`src/rtl/srl_fifo_fwft_ctrl.sv`:
```
// srl_fifo_fwft_ctrl
// Shift-register FIFO with a registered first-word-fall-through output stage.
// Words enter at SRL entry 0 and move one place deeper on every push, so the
// oldest word in the SRL always sits at entry count-1. A separate output
// register presents the head word to the consumer. Total capacity is DEPTH+1.
// Occupancy, full and almost-full flags are all registered. Each flag's
// next-state value is computed from the next-state count and output-valid
// bit, so no flag depends combinationally on the current cycle's handshakes.
module srl_fifo_fwft_ctrl #(
  parameter int DATA_WIDTH = 8,
  parameter int ADDR_WIDTH = 2,
  parameter int DEPTH      = 4,
  parameter int AF_MARGIN  = 1
) (
  input  logic                  clk,
  input  logic                  reset,
  input  logic                  flush,
  input  logic                  if_write_ce,
  input  logic                  if_write,
  input  logic [DATA_WIDTH-1:0] if_din,
  output logic                  if_full_n,
  output logic                  if_almost_full_n,
  input  logic                  if_read_ce,
  input  logic                  if_read,
  output logic [DATA_WIDTH-1:0] if_dout,
  output logic                  if_empty_n,
  output logic [ADDR_WIDTH:0]   if_num_data_valid
);

  localparam int CW = ADDR_WIDTH + 1;
  localparam logic [CW-1:0] DEPTH_C = CW'(DEPTH);
  localparam logic [CW-1:0] CAP_C   = CW'(DEPTH + 1);
  localparam logic [CW-1:0] AFM_C   = CW'(AF_MARGIN);

  // SRL storage holds data only and is deliberately left without reset.
  logic [DATA_WIDTH-1:0] srl_q [DEPTH];

  logic [CW-1:0]         count_q, count_d;
  logic                  valid_q, valid_d;
  logic [DATA_WIDTH-1:0] dout_q, dout_d;
  logic                  full_n_q, full_n_d;
  logic                  afull_n_q, afull_n_d;
  logic [CW-1:0]         num_q, num_d;

  logic                  push;
  logic                  pop;
  logic                  load;
  logic                  srl_we;
  logic [ADDR_WIDTH-1:0] rd_addr;

  // Handshakes, output-stage load and next-state occupancy and flags.
  always_comb begin
    push    = if_write & if_write_ce & full_n_q;
    pop     = if_read & if_read_ce & valid_q;
    // Only words already resident in the SRL may be loaded. A word pushed
    // this cycle is not visible yet, so there is no write-to-read bypass.
    load    = (~valid_q | pop) & (count_q != '0);
    // Read address uses the pre-shift count. This selects the oldest word
    // even when a push shifts the SRL on the same edge.
    rd_addr = ADDR_WIDTH'(count_q - CW'(1));
    srl_we  = push & ~flush;

    count_d = count_q;
    valid_d = valid_q;
    dout_d  = dout_q;

    if (push && !load) begin
      count_d = count_q + CW'(1);
    end else if (!push && load) begin
      count_d = count_q - CW'(1);
    end

    if (load) begin
      valid_d = 1'b1;
      dout_d  = srl_q[rd_addr];
    end else if (pop) begin
      valid_d = 1'b0;
    end

    // Flush discards the cycle's push and pop. The output data word is left
    // as-is because it is meaningless once valid drops.
    if (flush) begin
      count_d = '0;
      valid_d = 1'b0;
      dout_d  = dout_q;
    end

    num_d     = count_d + CW'(valid_d);
    full_n_d  = (count_d != DEPTH_C);
    afull_n_d = ((CAP_C - num_d) > AFM_C);
  end

  // Control state and output register: async clear on reset.
  always_ff @(posedge clk or posedge reset) begin
    if (reset) begin
      count_q   <= '0;
      valid_q   <= 1'b0;
      dout_q    <= '0;
      full_n_q  <= 1'b1;
      afull_n_q <= (CAP_C > AFM_C);
      num_q     <= '0;
    end else begin
      count_q   <= count_d;
      valid_q   <= valid_d;
      dout_q    <= dout_d;
      full_n_q  <= full_n_d;
      afull_n_q <= afull_n_d;
      num_q     <= num_d;
    end
  end

  // Shift register store: every accepted push moves entries one place deeper.
  always_ff @(posedge clk) begin
    if (srl_we) begin
      for (int i = DEPTH - 1; i > 0; i--) begin
        srl_q[i] <= srl_q[i-1];
      end
      srl_q[0] <= if_din;
    end
  end

  assign if_full_n         = full_n_q;
  assign if_almost_full_n  = afull_n_q;
  assign if_dout           = dout_q;
  assign if_empty_n        = valid_q;
  assign if_num_data_valid = num_q;

endmodule
```
`config.mk`:
```
export PLATFORM = sky130hd
export DESIGN_NAME = srl_fifo_fwft_ctrl
export DESIGN_NICKNAME = d
export VERILOG_FILES = /design/src/rtl/srl_fifo_fwft_ctrl.sv
export SDC_FILE = /design/constraint.sdc
export NUM_CORES = 1
export LEC_CHECK = 0
export ABC_CLOCK_PERIOD_IN_PS = 3500
export CORE_AREA = 2 2 66 68
export CTS_BUF_LIST = sky130_fd_sc_hd__clkbuf_8
export CTS_CLUSTER_DIAMETER = 150
export DETAILED_ROUTE_END_ITERATION = 10
export DIE_AREA = 0 0 68 70
export GPL_TIMING_DRIVEN = 0
export PLACE_DENSITY_LB_ADDON = 0.3
export SLEW_MARGIN = 0
export SYNTH_ARGS = -nofsm -noshare
export SYNTH_HDL_FRONTEND = slang
export SYNTH_SLANG_ARGS = --single-unit
export TNS_END_PERCENT = 50
```
`constraint.sdc`:
```
create_clock -name clk -period 3.5 [get_ports clk]
set_input_delay 0.7 -clock clk [delete_from_list [all_inputs] [get_ports clk]]
set_output_delay 0.7 -clock clk [all_outputs]
set_load 0.02 [all_outputs]
```
==> metrics.md, run 1 <==
| Metric | Value |
|---|---|
| Mean post-synth cell area | 19.1 sq um |
| Core Util, Final | 57.9% |
| H-Tree Depth | 2 |
| Most frequent cell after synthesis | edfxtp_1 |
| Simple-Gate Fraction of Synth Area | 4.83% |
| Count of input and output buffers | 28 |
| First-pass GRT wire length | 5.23 mm |
| CP Data Required Time | approximately 3700 ps |
| Crit-path slowest cell | buf_1 |
| Via count | 1002 |
| Post-CTS sizing | 0 |
| Final worst setup slack | 791 ps |
| Router iterations before antenna repair | 4 |
| Row count | 24 |
| Peak VDD IR | approximately 310 uV |
| Element type at the critical path start | register |
| CTS clk-pin slew, worst paths | 90 ps |
| Adder-Cell Fraction of Synth Area | 3.73% |
| ANT nets after route | 0 |
| Drt via density | 5.27 |
| CP Data Arrival Time | 2930 ps |
| TritonCTS Sinks | 49 |
| Largest net degree at the start of global routing | 33 |
| Initial antenna violation count | 0 |
| Unrepaired setup endpoints after global routing | no |
| # setup viols final | 0 |
| Yosys reg bits | 49 |
| Die W | 68 um |
| Most common library cells after synthesis | edfxtp_1 (32), dfrtp_1 (15), mux2_2 (8), mux4_2 (8) |
| Iteration-0 DRC Markers | 69 |
| Setup TNS | 0 ps |
| Post-synth EDFFs | 32 |
| Post-CTS Repair Setup Buffers | 0 |
| Slew headroom | 39.4% |
| Max Fclk | 369 MHz |
| Setup Skew | approximately 8.3 ps |
| Max cap viols | 0 |
| Status | complete, no violations |
| Compound-Gate Fraction of Synth Area | under 10% |
| Design area | 2400 sq um |
| CTS max path bufs | 2 |
| Leakage | between 0.8 and 0.9 nW |
| Synthesized instance count | 102 |
| Post-synth top area cell | edfxtp_1 |
| Crit path kind | reg -> reg |
| Overflow after GRT | 0 |
| Fin nets | around 160 |
| Share of layout cells above drive strength 1 | 23.9% |
| Post-Place Cell Area | 2300 sq um |
| Post-synthesis xor/xnor area fraction | 1.35% |
| Vias in the first global route | about 1100 |
| Hold buffer count at cts | 0 |
| Post-synthesis sequential area ratio | 71.4% |
| Core area | 4140 sq um |
| Post-Syn Nets | 122 |
| Max incr delay on CP | 490 ps |
| # DRC | 0 |
| Final std cells w/o fill | 190 |
| Final Wtd Congestion | about 0.74 |
| Ys flop type | edfxtp_1 |
| Pre-CTS setup slack | slightly above 600 ps |
| Cell Area, Synth | 1940 sq um |
| ANT cells | 0 |
| Synth area leaders | edfxtp_1 (49%), dfrtp_1 (19%), mux4_2 (9.3%), mux2_2 (4.6%), ha_1 (3.2%) |
| Area share of the largest cell type after synthesis | 49.4% |
| Fin. Hold Viols | 0 |
| Worst hold path type | reg -> reg |
| Crit end category | register |
| Worst path cell trace | buf_2 > inv_1 > ha_1 > buf_1 > a211oi_1 > a211oi_1 > ha_1 > nor2b_1 > mux2i_1 |
| Worst-path fanout max | 10 |
| Slew Viols, Final | 0 |
| Placed Instances | 182 |
| CTS tree | built |
| Post-synthesis mux area share | 14.4% |
| Synth unique cells | 28 |
| Clock latency at the later pin of the worst-skew pair | 290 ps |
| Synth async-reset ratio | between 30% and 40% |
| Die ar. | 4760 sq um |
| Routed wire length | 3.12 mm |
| Ys Warns | 0 |
| Power density over the cells | 792 nW/um^2 |
| Top Ports | 29 |
| CP Buf/Inv Count | 3 |
| WL/cell | between 15 and 20 um |
| Fin crit period | 2710 ps |
| Largest family of logic cells by synthesized area | multiplexers |
| CTS Buf Count | 5 |
| Worst-margin pin slew | 906 ps |
| GRT Util Overall | approximately 15% |
| Period utilization | slightly below 80% |
| Synth-to-layout area growth | 23.4% |
| Clock root cell | clkbuf_8 |
| Starting Density | 46.9% |
| Dpl hpwl | 2.11 mm |
| CP top delay family | buffers and inverters |
| Die height | about 70 um |
## cell families after synthesis
| family | after synthesis |
|---|---|
| flip-flops | 49 |
| multiplexers | 17 |
| AND/OR/NAND/NOR | 15 |
| AO/OA/AOI/OAI | 7 |
| adder cells (fa/ha/maj) | 6 |
| buffers and inverters | 5 |
| XOR/XNOR | 3 |
## report_power, final
part           total [mW]  internal [mW]  switching, mW
Sequential          0.793          0.743         0.0502
Combinational       0.758          0.382          0.376
Clock               0.348          0.179          0.170
Total                1.90           1.30          0.596
## through the flow
stage / total power [mW] / hold WS (ps)
2_1_floorplan: 1.30 / 421
3_3_place_gp: 1.55 / 426
3_5_place_dp: 1.58 / 430
4_1_cts: 1.93 / 453
5_1_grt: 2.02 / 469
6_report: 1.90 / 450
## worst reg2reg max path, cell delays in order (launching register included)
cell	delay (ps)
dfrtp_1	350
buf_2	310
inv_1	150
ha_1	310
buf_1	490
a211oi_1	120
a211oi_1	400
ha_1	320
nor2b_1	120
mux2i_1	80
## cell usage in the layout (no fill, tap or decap), drive strengths merged, types with 2 or more instances in the layout
cell,n
edfxtp,32
clkdlybuf4s50,28
dfrtp,15
mux4,8
mux2,8
clkbuf,7
ha,5
nor2,5
inv,3
nor2b,3
xnor2,2
nand3,2
a211oi,2
dfstp,2
buf,2
nor3,2
## final timing paths
kind | depth (start not counted) | slack [ps] | from | to
min in group asynchronous | 2 | 800 | reset | if_dout[7]$_DFFE_PP0P_
min | 0 | 450 | srl_q[1][0]$_DFFE_PP_ | srl_q[2][0]$_DFFE_PP_
max | 9 | 790 | count_q[0]$_DFF_PP0_ | if_almost_full_n$_DFF_PP1_
min reg2reg | 0 | 450 | srl_q[1][0]$_DFFE_PP_ | srl_q[2][0]$_DFFE_PP_
max reg2reg | 9 | 790 | count_q[0]$_DFF_PP0_ | if_almost_full_n$_DFF_PP1_
max in group asynchronous | 2 | 2260 | reset | if_dout[3]$_DFFE_PP0P_
## registers in the layout (all words and copies together) (netlist names)
signal / flops
count_q: 3
if_full_n: 1
if_num_data_valid: 3
if_almost_full_n: 1
if_empty_n: 1
if_dout: 8
srl_q: 32
## metal layers
layer  share of wire, %  routed length [um]  vias to the layer above  global-route usage (%)
met4                1.5                  46                        0                    5.56
li1                   -                   -                      462                       -
met2                 53                1670                       29                    24.2
met3                5.0                 157                        5                    5.31
met5                  0                   0                        -                       0
met1                 40                1250                      506                    19.8
## layout make-up
| class | count | area (sq um) |
|---|---|---|
| fill | 322 | 1750 |
| sequential | 49 | 1390 |
| multi-input combinational | 48 | 543 |
| timing repair buffer | 28 | 280 |
| clock buffer | 7 | 96.3 |
| tap | 52 | 65.1 |
| inverter | 3 | 11.3 |
| buffer | 2 | 8.76 |
| clock inverter | 1 | 5.00 |
Note: power is estimated with default switching activity, not from simulation.
==> run 2, diff against run 1 <==
--- a/config.mk
+++ b/config.mk
@@ -5,7 +5,7 @@
 export SDC_FILE = /design/constraint.sdc
 export NUM_CORES = 1
 export LEC_CHECK = 0
-export ABC_CLOCK_PERIOD_IN_PS = 3500
+export ABC_CLOCK_PERIOD_IN_PS = 2170
 export CORE_AREA = 2 2 66 68
 export CTS_BUF_LIST = sky130_fd_sc_hd__clkbuf_8
 export CTS_CLUSTER_DIAMETER = 150
==> constraint.sdc (replaced) <==
create_clock -name clk -period 2.17 [get_ports clk]
set_input_delay 0.434 -clock clk [delete_from_list [all_inputs] [get_ports clk]]
set_output_delay 0.434 -clock clk [all_outputs]
set_load 0.02 [all_outputs]
==> metrics.md, run 2 (synthesized netlist as in run 1, its figures left out) <==
| Metric | Value |
|---|---|
| Status | finished with violations |
| Failing checks | negative setup slack |
| Seq pwr share | approximately 37% |
| Clock Power Share | 17.3% |
| Hold depth | 0 |
| Final Wtd Congestion | 0.732 |
| Dpl hpwl | 2.15 mm |
| Count of input and output buffers | 28 |
| Drt via density | 5.39 |
| CTS max path bufs | 2 |
| Placed Instances | 183 |
| Largest register FFs | 32 |
| Fin crit period | around 2200 ps |
| CP top delay family | simple AND/OR/NAND/NOR gates |
| Die height | approximately 70 um |
| CP Buf/Inv Count | 3 |
| Hold Worst Slack | 451 ps |
| Starting Density | between 40% and 50% |
| Fin. Hold Viols | 0 |
| H-Tree Depth | 2 |
| Worst hold path type | reg -> reg |
| P_sw | 1.10 mW |
| Final Power | 3.50 mW |
| Worst path cell trace | buf_8 > inv_8 > ha_4 > nor2b_4 > buf_6 > or4b_4 > a21o_1 > a21oi_4 > or3b_1 |
| CTS Buf Count | 5 |
| Slew headroom | 43.8% |
| CP Data Required Time | 2390 ps |
| CP Data Arrival Time | around 2400 ps |
| Internal Power | 2.41 mW |
| ANT cells | 0 |
| Crit end category | register |
| Core Util, Final | 62.7% |
| Max incr delay on CP | 480 ps |
| Worst-path fanout max | 5 |
| GRT Util Overall | 16.4% |
| WL/cell | 17.1 um |
| Clock latency at the later pin of the worst-skew pair | 290 ps |
| Sw Share | 31.3% |
| Unrepaired setup endpoints after global routing | yes |
| CTS tree | built |
| Worst setup startpoint | count_q[0]$_DFF_PP0_ |
| TritonCTS Sinks | 49 |
| Synth-to-layout area growth | 33.5% |
| Routed wire length | 3.43 mm |
| Top Ports | 29 |
| CTS clk-pin slew, worst paths | about 80 ps |
| Flop2flop setup slack | -30 ps |
| Final worst setup slack | -26.5 ps |
| Row count | 24 |
| # setup viols final | 1 |
| Max Fclk | 455 MHz |
| Element type at the critical path start | register |
| Die W | 68 um |
| Setup Skew | around 7.4 ps |
| Iteration-0 DRC Markers | 72 |
| Leakage | 0.952 nW |
| Fin nets | 168 |
| Biggest register | srl_q |
| Pre-CTS setup slack | -656 ps |
| Largest net degree at the start of global routing | 20 |
| Hold path endpoint | srl_q[1][6]$_DFFE_PP_ |
| Share of layout cells above drive strength 1 | 34.2% |
| Hold buffer count at cts | 0 |
| Router iterations before antenna repair | 4 |
| Hold Crit Start | srl_q[0][6]$_DFFE_PP_ |
| Final std cells w/o fill | 201 |
| Combinational Power Share | between 40 and 50% |
| Core area | a little over 4000 sq um |
| Commonest non-fill, non-tap cell in the layout | edfxtp_1 |
| Crit-path slowest cell | or4b_4 |
| Clock root cell | clkbuf_8 |
| Crit path kind | reg -> reg |
| # DRC | 0 |
| Most frequent cells in the layout | edfxtp_1 (32), clkdlybuf4s50_1 (28), dfrtp_1 (15) |
| Peak VDD IR | 609 uV |
| Overflow after GRT | 0 |
| Slew Viols, Final | 0 |
| R2R depth | 9 |
| Vias in the first global route | 1100 |
| Worst-margin pin slew | 843 ps |
| RR Startpoint | count_q[0]$_DFF_PP0_ |
| Initial antenna violation count | 0 |
| ANT nets after route | 0 |
| Die ar. | 4760 sq um |
| Period utilization | 101% |
| RR Endpoint | if_full_n$_DFF_PP1_ |
| Power density over the cells | 1350 nW/um^2 |
| First-pass GRT wire length | 5.41 mm |
| Max cap viols | 0 |
| Via count | 1084 |
[run 2: changes by cell type in the layout (fill, tap and decap cells not counted), moves of 2 or more]
cell / delta
ha_1: -2
buf_4: +10
a211oi_1: -2
ha_4: +2
clkbuf_8: -2
[run 2: worst max path at each step]
stage / to / slack, ps / cells after the start
CTS: if_almost_full_n$_DFF_PP1_ / 10 / 10
global placement: if_almost_full_n$_DFF_PP1_ / -490 / 9
floorplan: if_full_n$_DFF_PP1_ / -230 / 8
detailed placement: if_almost_full_n$_DFF_PP1_ / -660 / 9
global route: if_almost_full_n$_DFF_PP1_ / -90 / 10
finish: if_full_n$_DFF_PP1_ / -30 / 9
[run 2: what timing repair did]
| action | in CTS | in global routing |
|---|---|---|
| gates resized for setup | 10 | 11 |
| endpoints found under the setup margin | 14 | 4 |
| pin swaps | 6 | 5 |
| hold endpoints to repair | 0 | 0 |
| setup buffers | 7 | 4 |
[run 2: final cells by class]
class | instances | area (sq um)
Buffer | 1 | 15.0
Clock buffer | 5 | 68.8
Clock inverter | 3 | 37.5
Fill cell | 304 | 1550
Inverter | 3 | 18.8
Multi-Input combinational cell | 48 | 608
Sequential cell | 49 | 1390
Tap cell | 52 | 65.1
Timing Repair Buffer | 40 | 394
[run 2: power groups by stage]
stage / clock network (mW) / logic [mW] / registers [mW]
2_1_floorplan: 0 / 0.649 / 1.44
3_3_place_gp: 0 / 1.19 / 1.30
3_5_place_dp: 0 / 1.25 / 1.30
4_1_cts: 0.630 / 1.42 / 1.29
5_1_grt: 0.676 / 1.72 / 1.31
6_report: 0.607 / 1.61 / 1.29
[run 2: layer usage]
layer	track usage, %	routed length (um)	up-vias
met5	0	0	-
met4	7.33	47	0
met3	5.80	160	4
met2	26.6	1840	38
met1	19.3	1390	557
li1	-	-	485
[run 2: metrics by stage]
step / cell area (sq um) / TNS [ps]
floorplan: 1950 / -517
global placement: 2290 / -16960
detailed placement: 2320 / -7470
CTS: 2510 / 0
global route: 2600 / -198
finish: 2600 / -26.5
==> run 3, diff against run 2 <==
--- a/config.mk
+++ b/config.mk
@@ -12,7 +12,7 @@
 export DETAILED_ROUTE_END_ITERATION = 10
 export DIE_AREA = 0 0 68 70
 export GPL_TIMING_DRIVEN = 0
-export PLACE_DENSITY_LB_ADDON = 0.3
+export PLACE_DENSITY = 0.75
 export SLEW_MARGIN = 0
 export SYNTH_ARGS = -nofsm -noshare
 export SYNTH_HDL_FRONTEND = slang
==> metrics.md, run 3 (synthesized netlist as in run 1, its figures left out) <==
| Metric | Value |
|---|---|
| Status | complete, no violations |
| Drt via density | 5.32 |
| Seq pwr share | between 30% and 40% |
| Unrepaired setup endpoints after global routing | yes |
| Internal Power | ~2.2 mW |
| # setup viols final | 0 |
| Fin crit period | 2100 ps |
| Setup Skew | 12.6 ps |
| CTS max path bufs | 2 |
| Sw Share | about a third |
| TritonCTS Sinks | 49 |
| Die height | ~70 um |
| CTS Buf Count | 5 |
| CTS tree | built |
| Core area | 4140 sq um |
| Worst hold path type | reg -> reg |
| First-pass GRT wire length | 5.40 mm |
| Routed wire length | 3.33 mm |
| Most frequent cells in the layout | edfxtp_1 (32), clkdlybuf4s50_1 (28), dfrtp_1 (14) |
| Max Fclk | 475 MHz |
| Setup TNS | 0 ps |
| Via count | 1038 |
| Max cap viols | 0 |
| Final Power | 3.31 mW |
| Worst-path fanout max | 4 |
| Fin nets | 162 |
| Starting Density | 46.9% |
| CP Data Required Time | 2390 ps |
| Max incr delay on CP | 540 ps |
| ANT cells | 0 |
| Synth-to-layout area growth | 28.8% |
| Design area | 2500 sq um |
| Slew Viols, Final | 0 |
| Power density over the cells | 1320 nW/um^2 |
| Worst path cell trace | inv_4 > ha_2 > nor2b_4 > or4b_4 > a21o_1 > a21oi_4 > or3b_1 |
| ANT nets after route | 0 |
| H-Tree Depth | 2 |
| WL/cell | 17.1 um |
| Final Wtd Congestion | between 0.8 and 0.9 |
| Leakage | around 0.9 nW |
| Element type at the critical path start | register |
| Worst-margin pin slew | 872 ps |
| Hold Worst Slack | 444 ps |
| Crit-path slowest cell | or4b_4 |
| Initial antenna violation count | 0 |
| Combinational Power Share | 44.2% |
| Crit end category | register |
| Dpl hpwl | approximately 2.1 mm |
| Vias in the first global route | 1112 |
| Largest net degree at the start of global routing | 33 |
| Clock latency at the later pin of the worst-skew pair | 310 ps |
| Die W | 68 um |
| Clock root cell | clkbuf_8 |
| # DRC | 0 |
| Count of input and output buffers | 28 |
| Slew headroom | 41.8% |
| Row count | 24 |
| GRT Util Overall | 16.2% |
| P_sw | 1.08 mW |
| Top Ports | 29 |
| CP Data Arrival Time | approximately 2300 ps |
| Die ar. | 4760 sq um |
| Iteration-0 DRC Markers | 46 |
| Largest register FFs | 32 |
| Commonest non-fill, non-tap cell in the layout | edfxtp_1 |
| Final std cells w/o fill | 195 |
| Router iterations before antenna repair | 4 |
| Clock Power Share | 16.6% |
| Share of layout cells above drive strength 1 | 33.6% |
| FILL cells | ~320 |
| Biggest register | srl_q |
| Post-Place Cell Area | 2290 sq um |
| CP Buf/Inv Count | 1 |
| Fin. Hold Viols | 0 |
| Period utilization | 97.0% |
| Overflow after GRT | 0 |
| CTS clk-pin slew, worst paths | 90 ps |
| CP top delay family | simple AND/OR/NAND/NOR gates |
| Crit path kind | reg -> reg |
| Peak VDD IR | 557 uV |
| Placed Instances | between 150 and 200 |
[run 3: cell type report]
cell class | count | area, sq um | area share, %
inverters | 3 | 13.8 | 0.549
multi-input cells | 48 | 603 | 24.1
clock inverters | 2 | 13.8 | 0.549
well taps | 52 | 65.1 | 2.60
clock buffers | 6 | 82.6 | 3.30
flip-flops and latches | 49 | 1390 | 55.5
repair buffers | 35 | 337 | 13.4
[run 3: stage by stage]
step / util [%] / worst slack, ps
6_report: 60.4 / 66.1
3_3_place_gp: 55.3 / -530
3_5_place_dp: 55.3 / -644
2_1_floorplan: - / -231
4_1_cts: 59.4 / 1.41
5_1_grt: 60.4 / -11.5
[run 3: what timing repair did]
| action | CTS | global route |
|---|---|---|
| pin swaps | 4 | 5 |
| endpoints found under the hold margin | 0 | 0 |
| gates resized for setup | 12 | 10 |
| hold buffers | 0 | 0 |
| setup buffers | 5 | 2 |
| setup endpoints to repair | 46 | 11 |
[run 3: final timing paths]
path	slack [ps]	endpoint	from	cells after the start
max	70	if_full_n$_DFF_PP1_	count_q[0]$_DFF_PP0_	7
max in group asynchronous	1150	count_q[0]$_DFF_PP0_	reset	2
max reg2reg	70	if_full_n$_DFF_PP1_	count_q[0]$_DFF_PP0_	7
min in group asynchronous	520	if_dout[7]$_DFFE_PP0P_	reset	2
min	440	srl_q[3][6]$_DFFE_PP_	srl_q[2][6]$_DFFE_PP_	0
min reg2reg	440	srl_q[3][6]$_DFFE_PP_	srl_q[2][6]$_DFFE_PP_	0
[run 3: power by group through the flow]
stage | sequential [mW] | clock [mW] | combinational, mW
3_5_place_dp | 1.31 | 0 | 1.21
4_1_cts | 1.29 | 0.575 | 1.37
3_3_place_gp | 1.29 | 0 | 1.18
2_1_floorplan | 1.44 | 0 | 0.649
5_1_grt | 1.32 | 0.613 | 1.58
6_report | 1.30 | 0.552 | 1.47
[run 3: routing by layer]
layer,up-vias,share of wire (%),global-route usage [%]
met4,0,1.1,9.56
li1,469,-,-
met1,538,41,21.6
met5,-,0,0
met3,3,5.4,4.51
met2,28,52,23.4
